==> src/rtl/fifo_wr_packer.sv <==
// fifo_wr_packer: packs IN_W-bit beats into OUT_W-bit FIFO words, zero-padding on i_last,
// with a one-word hold register that stalls the source while the FIFO is full.
module fifo_wr_packer #(
    parameter int IN_W  = 32,
    parameter int OUT_W = 128,
    parameter int CNT_W = 16
) (
    input  logic             clk,
    input  logic             rst,
    input  logic             i_valid,
    input  logic [IN_W-1:0]  i_data,
    input  logic             i_last,
    output logic             o_ready,
    output logic             o_wren,
    output logic [OUT_W-1:0] o_wrdata,
    input  logic             i_full,
    output logic [CNT_W-1:0] o_word_cnt,
    output logic [CNT_W-1:0] o_pad_cnt
);
    localparam int N     = OUT_W / IN_W;
    localparam int IDX_W = $clog2(N);

    logic [IDX_W-1:0] r_idx;
    logic [OUT_W-1:0] r_acc;
    logic [OUT_W-1:0] r_hold_data;
    logic             r_hold_v;
    logic             r_hold_pad;
    logic [CNT_W-1:0] r_word_cnt;
    logic [CNT_W-1:0] r_pad_cnt;
    logic             w_acc;
    logic             w_last_lane;
    logic             w_done;
    logic [OUT_W-1:0] w_word;

    assign o_ready     = !rst && (!r_hold_v || !i_full);
    assign o_wren      = !rst && r_hold_v && !i_full;
    assign o_wrdata    = r_hold_data;
    assign o_word_cnt  = r_word_cnt;
    assign o_pad_cnt   = r_pad_cnt;
    assign w_acc       = i_valid && o_ready;
    assign w_last_lane = r_idx == IDX_W'(N - 1);
    assign w_done      = w_acc && (w_last_lane || i_last);

    // Lanes above idx are already zero in the accumulator, which gives the padding for free.
    always_comb begin
        w_word = r_acc;
        for (int k = 0; k < N; k++)
            if (IDX_W'(k) == r_idx) w_word[k*IN_W +: IN_W] = i_data;
    end

    always_ff @(posedge clk) begin
        if (rst) begin
            r_idx       <= '0;
            r_acc       <= '0;
            r_hold_data <= '0;
            r_hold_v    <= 1'b0;
            r_hold_pad  <= 1'b0;
            r_word_cnt  <= '0;
            r_pad_cnt   <= '0;
        end else begin
            if (w_done) begin
                r_hold_data <= w_word;
                r_hold_pad  <= !w_last_lane;
                r_acc       <= '0;
                r_idx       <= '0;
            end else if (w_acc) begin
                r_acc <= w_word;
                r_idx <= r_idx + 1'b1;
            end
            r_hold_v <= w_done ? 1'b1 : (o_wren ? 1'b0 : r_hold_v);
            if (o_wren) begin
                r_word_cnt <= r_word_cnt + 1'b1;
                r_pad_cnt  <= r_pad_cnt + CNT_W'(r_hold_pad);
            end
        end
    end
endmodule

==> config.mk <==
export PLATFORM = sky130hd
export DESIGN_NAME = fifo_wr_packer
export DESIGN_NICKNAME = d
export VERILOG_FILES = /design/src/rtl/fifo_wr_packer.sv
export SDC_FILE = /design/constraint.sdc
export NUM_CORES = 1
export LEC_CHECK = 0
export ABC_CLOCK_PERIOD_IN_PS = 5200
export CORE_AREA = 2 2 126 219
export CTS_CLUSTER_DIAMETER = 40
export DETAILED_ROUTE_END_ITERATION = 10
export DIE_AREA = 0 0 128 221
export PLACE_DENSITY_LB_ADDON = 0.15
export SYNTH_ARGS = -nofsm -noshare
export SYNTH_HDL_FRONTEND = slang
export SYNTH_SLANG_ARGS = --single-unit
==> constraint.sdc <==
create_clock -name clk -period 5.2 [get_ports clk]
set_input_delay 1.04 -clock clk [delete_from_list [all_inputs] [get_ports clk]]
set_output_delay 1.04 -clock clk [all_outputs]
set_load 0.05 [all_outputs]
# Word level (Yosys, flattened, before mapping)

Cells that the tools add are included.

Memories kept: 0
Bits in writable memories: 0
Input bits: 37
Register bits after elaboration: 292
Bits in read-only memories: 0
Bits in latches: 0

Muxes and demuxes: 6
Equality and inequality tests: 4
Shift-type cells: 0
Bitwise logic cells: 0
Magnitude comparators: 0
Multipliers: 0
Add/sub/neg operators: 3
Div/mod/pow operators: 0
Reduce and logical (&&, ||, !) cells: 14

Operators by type and width:

| cell                                                                  | number |
|---|---|
| 32-bit 2-to-1 mux                                                     | 4 |
| 16-bit by 1-bit adder with 16-bit output                              | 1 |
| 16-bit by 1-bit adder with 16-bit output (second input constant)      | 1 |
| 1-bit logical AND                                                     | 5 |
| 2-bit equality test (first input constant)                            | 2 |
| 1-bit zero test                                                       | 4 |
| 2-bit by 1-bit adder with 2-bit output (second input constant)        | 1 |
| 1-bit by 2-bit equality test with 1-bit output (first input constant) | 1 |
| 2-bit equality test (second input constant)                           | 1 |
| 2-bit zero test                                                       | 1 |
| 1-bit logical OR                                                      | 2 |
| 1-bit 2-to-1 mux                                                      | 2 |
| 2-bit nonzero test                                                    | 1 |
| 2-bit OR reduction                                                    | 1 |

# Depth between registers and ports, before layout

Depth after elaboration: 6
Depth in mapped cells: 9

# Worst setup path after synthesis

No wires, ideal clock.

Path type: input -> output
Start: input port i_full
End: output port o_wren
Path slack: 2,508 ps
Data arrival time: 1,652 ps
Cell stages on the path: 1
Data required time: 4,160 ps
Buffers on the path: 0
Cell sequence: nor3b_4

Longest elaborated chain between the ends: 2

Ends and longest elaborated chain:

| what              | line | source |
|---|---|---|
| start, declared   | 16   | `input logic i_full,` |
| 1-bit zero test   | 36   | `assign o_wren = !rst && r_hold_v && !i_full;` |
| 1-bit logical AND | 36   |  |
| end, declared     | 14   | `output logic o_wren,` |

No other way between the ends.

# Worst setup path after layout

Start: input port i_full
End: output port o_ready

Longest elaborated chain between the ends: 3

Ends and longest elaborated chain:

| what              | line | source |
|---|---|---|
| 1-bit zero test   | 35   | `assign o_ready = !rst && (!r_hold_v \|\| !i_full);` |
| 1-bit logical OR  | 35   |  |
| 1-bit logical AND | 35   |  |
| end, declared     | 13   | `output logic o_ready,` |

No other way between the ends.

==> results by group <==
Outcome
  – Outcome: finished, final reports clean

Synthesis
  – #FFs+latches synth: 292
  – Mapped Area: 0.0117 mm²
  – Net count after synthesis: 1396
  – Simple logic cell fraction of the synthesized area: 0.166
  – Post-synthesis mux area share: 0.114
  – Yosys top cell by area: dfxtp_1
  – Top post-synthesis cells by area: dfxtp_1 50%, mux2i_1 11%, nand2_1 8.6%, a211oi_1 8.2%, a21oi_1 6.0%
  – Adder-cell share of the synthesized area: 0.00746
  – Mean Syn Cell Area: 8.68 µm²
  – Synth Instances: 1352
  – Warnings from Yosys: 0
  – Post-synthesis xor/xnor area fraction: 0.0127
  – Compound-Gate Fraction of Synth Area: 0.149
  – Yosys cell types: 34
  – Share of the synthesized area in the top cell type: 0.498
  – Sequential fraction of the synthesis area: 0.498
  – Main combinational cell family by area after synthesis: simple AND/OR/NAND/NOR gates

Clocking
  – Clk sinks: 292
  – Max clock buf depth: 3
  – Hold-fix buffers at CTS: 0
  – Clock root buffer: clkbuf_16
  – Clk slew on worst S/H paths: 0.05 ns
  – Clk_lat worst skew: 0.52 ns
  – Post-CTS sizing: 0
  – TritonCTS Buffers: 34
  – # Post-CTS Setup Buffers: 0
  – CTS tree: done
  – Htree depth: 2

Route
  – Starting DRT DRC Count: 492
  – Total Wirelength: 31700 µm
  – Drt wl/cell: 17.6 µm
  – DR vias/cell: 5.29
  – Final ANT Viol Nets: 0
  – # DRC: 0
  – DR pass1 iterations: 5
  – Vias: 9539

Layout
  – Share of layout cells above drive strength 1: 0.0601
  – Area growth syn-to-layout: 27.3%
  – # diodes: 0
  – Most frequent cells in the layout: 292 x dfxtp_1, 268 x nand2_1, 197 x clkdlybuf4s50_1, 150 x nor2_1, 141 x a21oi_1
  – Most common cell after layout, fill and taps aside: dfxtp_1
  – Net count, final: 1499
  – Fin cells: 1804

STA
  – Final Cycle Share: 0.794
  – Max Freq: 0.242 GHz
  – Endpoints failing setup: 0
  – Relative slew slack: 0.399
  – RSZ-0062 raised after global routing: no
  – Final setup margin: 1.07 ns
  – Worst Clk Skew: 0.0103 ns
  – Setup TNS after final layout: 0 ns
  – Final Hold Fails: 0
  – Pins Over Slew Limit: 0
  – Final Critical Period: 4.13 ns
  – Worst-margin pin slew: 0.901 ns

Floorplan
  – Die width: 128 µm
  – Die Y: 221 µm
  – CORE AREA: 0.0265 mm²
  – Die area: 0.0283 mm²
  – Initial Utilization: 0.443
  – I/O pin count: 199
  – Site row count: 79

Pwr
  – Clock share of power: 0.470
  – Pint: 4.14 mW
  – Total Power: 5.55 mW
  – Part of the power in registers: 0.422
  – P_leak: 4.96 nW
  – Switch share: 0.253
  – Peak VDD IR: 0.000255 V
  – Power Density: 371 mW/mm²
  – Gate power share: 0.109
  – P_sw: 1.41 mW

Global routing
  – Vias in the first global route: 9057
  – Tot GR Track Use: 0.222
  – Total gr overflow: 0
  – First-pass GRT wire length: 50000 µm
  – Antenna violations before repair: 0
  – Largest net degree at the start of global routing: 76

Setup path
  – Worst reg2reg path depth: 6
  – Worst setup EP type: output port
  – CP required: 4.16 ns
  – CP max FO: 13
  – Critical path type: in2out
  – Worst setup SP type: input pin
  – WP data arrival: 3.09 ns

Worst hold path
  – Hold Path Class: reg2reg
  – WHS Path Cells: 2

Place
  – Place WS: 1.08 ns
  – DP Wirelength: 19700 µm
  – # port buffers: 198
  – GPL Wtd Cong: 0.765
  – Inst Count DP: 1743

Run
  – Max Cap Violations: 0
[final cells by class]
| type | instances | area, µm² |
|---|---|---|
| Fill cell | 2380 | 11500 |
| Sequential cell | 292 | 5850 |
| Multi-Input combinational cell | 915 | 5320 |
| Timing Repair Buffer | 209 | 2120 |
| Clock buffer | 44 | 982 |
| Tap cell | 324 | 405 |
| Clock inverter | 17 | 263 |
| Inverter | 3 | 11.3 |
[sequential cells by signal, summed over array words and instances (netlist names)]
name        count
r_hold_v        1
r_idx           2
r_acc         128
r_hold_pad      1
o_wrdata      128
o_word_cnt     16
o_pad_cnt      16
[power groups by stage]
stage               clock network (mW)  registers [mW]  logic, mW
finish                            2.61            2.34      0.604
global route                      2.76            2.35      0.644
CTS                               2.66            2.34      0.609
detailed placement                   0            2.39      0.608
global placement                     0            2.39      0.603
floorplan                            0            2.56      0.239
[per-layer routing]
| metal | global-route usage | vias to the layer above | share of wire | wire [µm] |
|---|---|---|---|---|
| met5 | 0 | - | 0 | 0 |
| met4 | 0.0695 | 0 | 0.023 | 733 |
| met3 | 0.0382 | 46 | 0.049 | 1550 |
| met2 | 0.407 | 226 | 0.53 | 16800 |
| met1 | 0.260 | 4461 | 0.40 | 12600 |
| li1 | - | 4806 | - | - |
[Yosys cell counts, drive strengths merged]
cell type	count
a211oi	128
a21oi	142
a31oi	1
and2	1
and3	9
and4	6
and4bb	2
buf	54
clkbuf	88
dfxtp	292
ha	7
inv	3
mux2	1
mux2i	133
nand2	268
nand2b	2
nand3	14
nand4	7
nor2	150
nor2b	2
nor3	1
nor3b	1
o211a	1
o21ai	10
o31ai	1
or2	1
or3	9
or4	1
xnor2	3
xor2	14
[worst max-delay path, cell delays in order]
cell and delay (ns):
clkdlybuf4s50_1 0.55, a21oi_2 0.57, clkdlybuf4s50_1 0.93
[kinds of logic after synthesis]
| family | after synthesis |
|---|---|
| and+or+nand+nor | 474 |
| xor gates and xnor gates | 17 |
| muxes | 134 |
| buffers and inverters | 145 |
| AOI/OAI and AO/OA | 283 |
| DFF | 292 |
| adders and majority gates | 7 |
[path summary, 6_finish.rpt]
| path | start | to | slack [ns] |
|---|---|---|---|
| setup / recovery | i_full | o_ready | 1.07 |
| setup reg to reg | r_idx[0]$_SDFFE_PP0P_ | r_acc[20]$_SDFFE_PP0P_ | 2.33 |
| hold / removal | r_acc[119]$_SDFFE_PP0P_ | r_acc[119]$_SDFFE_PP0P_ | 0.45 |
| hold reg to reg | r_acc[119]$_SDFFE_PP0P_ | r_acc[119]$_SDFFE_PP0P_ | 0.45 |
[per-stage QoR]
stage                     utilization  hold WS [ns]  cell area, µm²
after global routing            0.564         0.469           14900
after global placement          0.517         0.441           13700
after CTS                       0.564         0.454           14900
after detailed placement        0.517         0.446           13700
final                           0.564         0.452           14900
after floorplan                     -         0.436           11700
(Power assumes the default switching activity.)
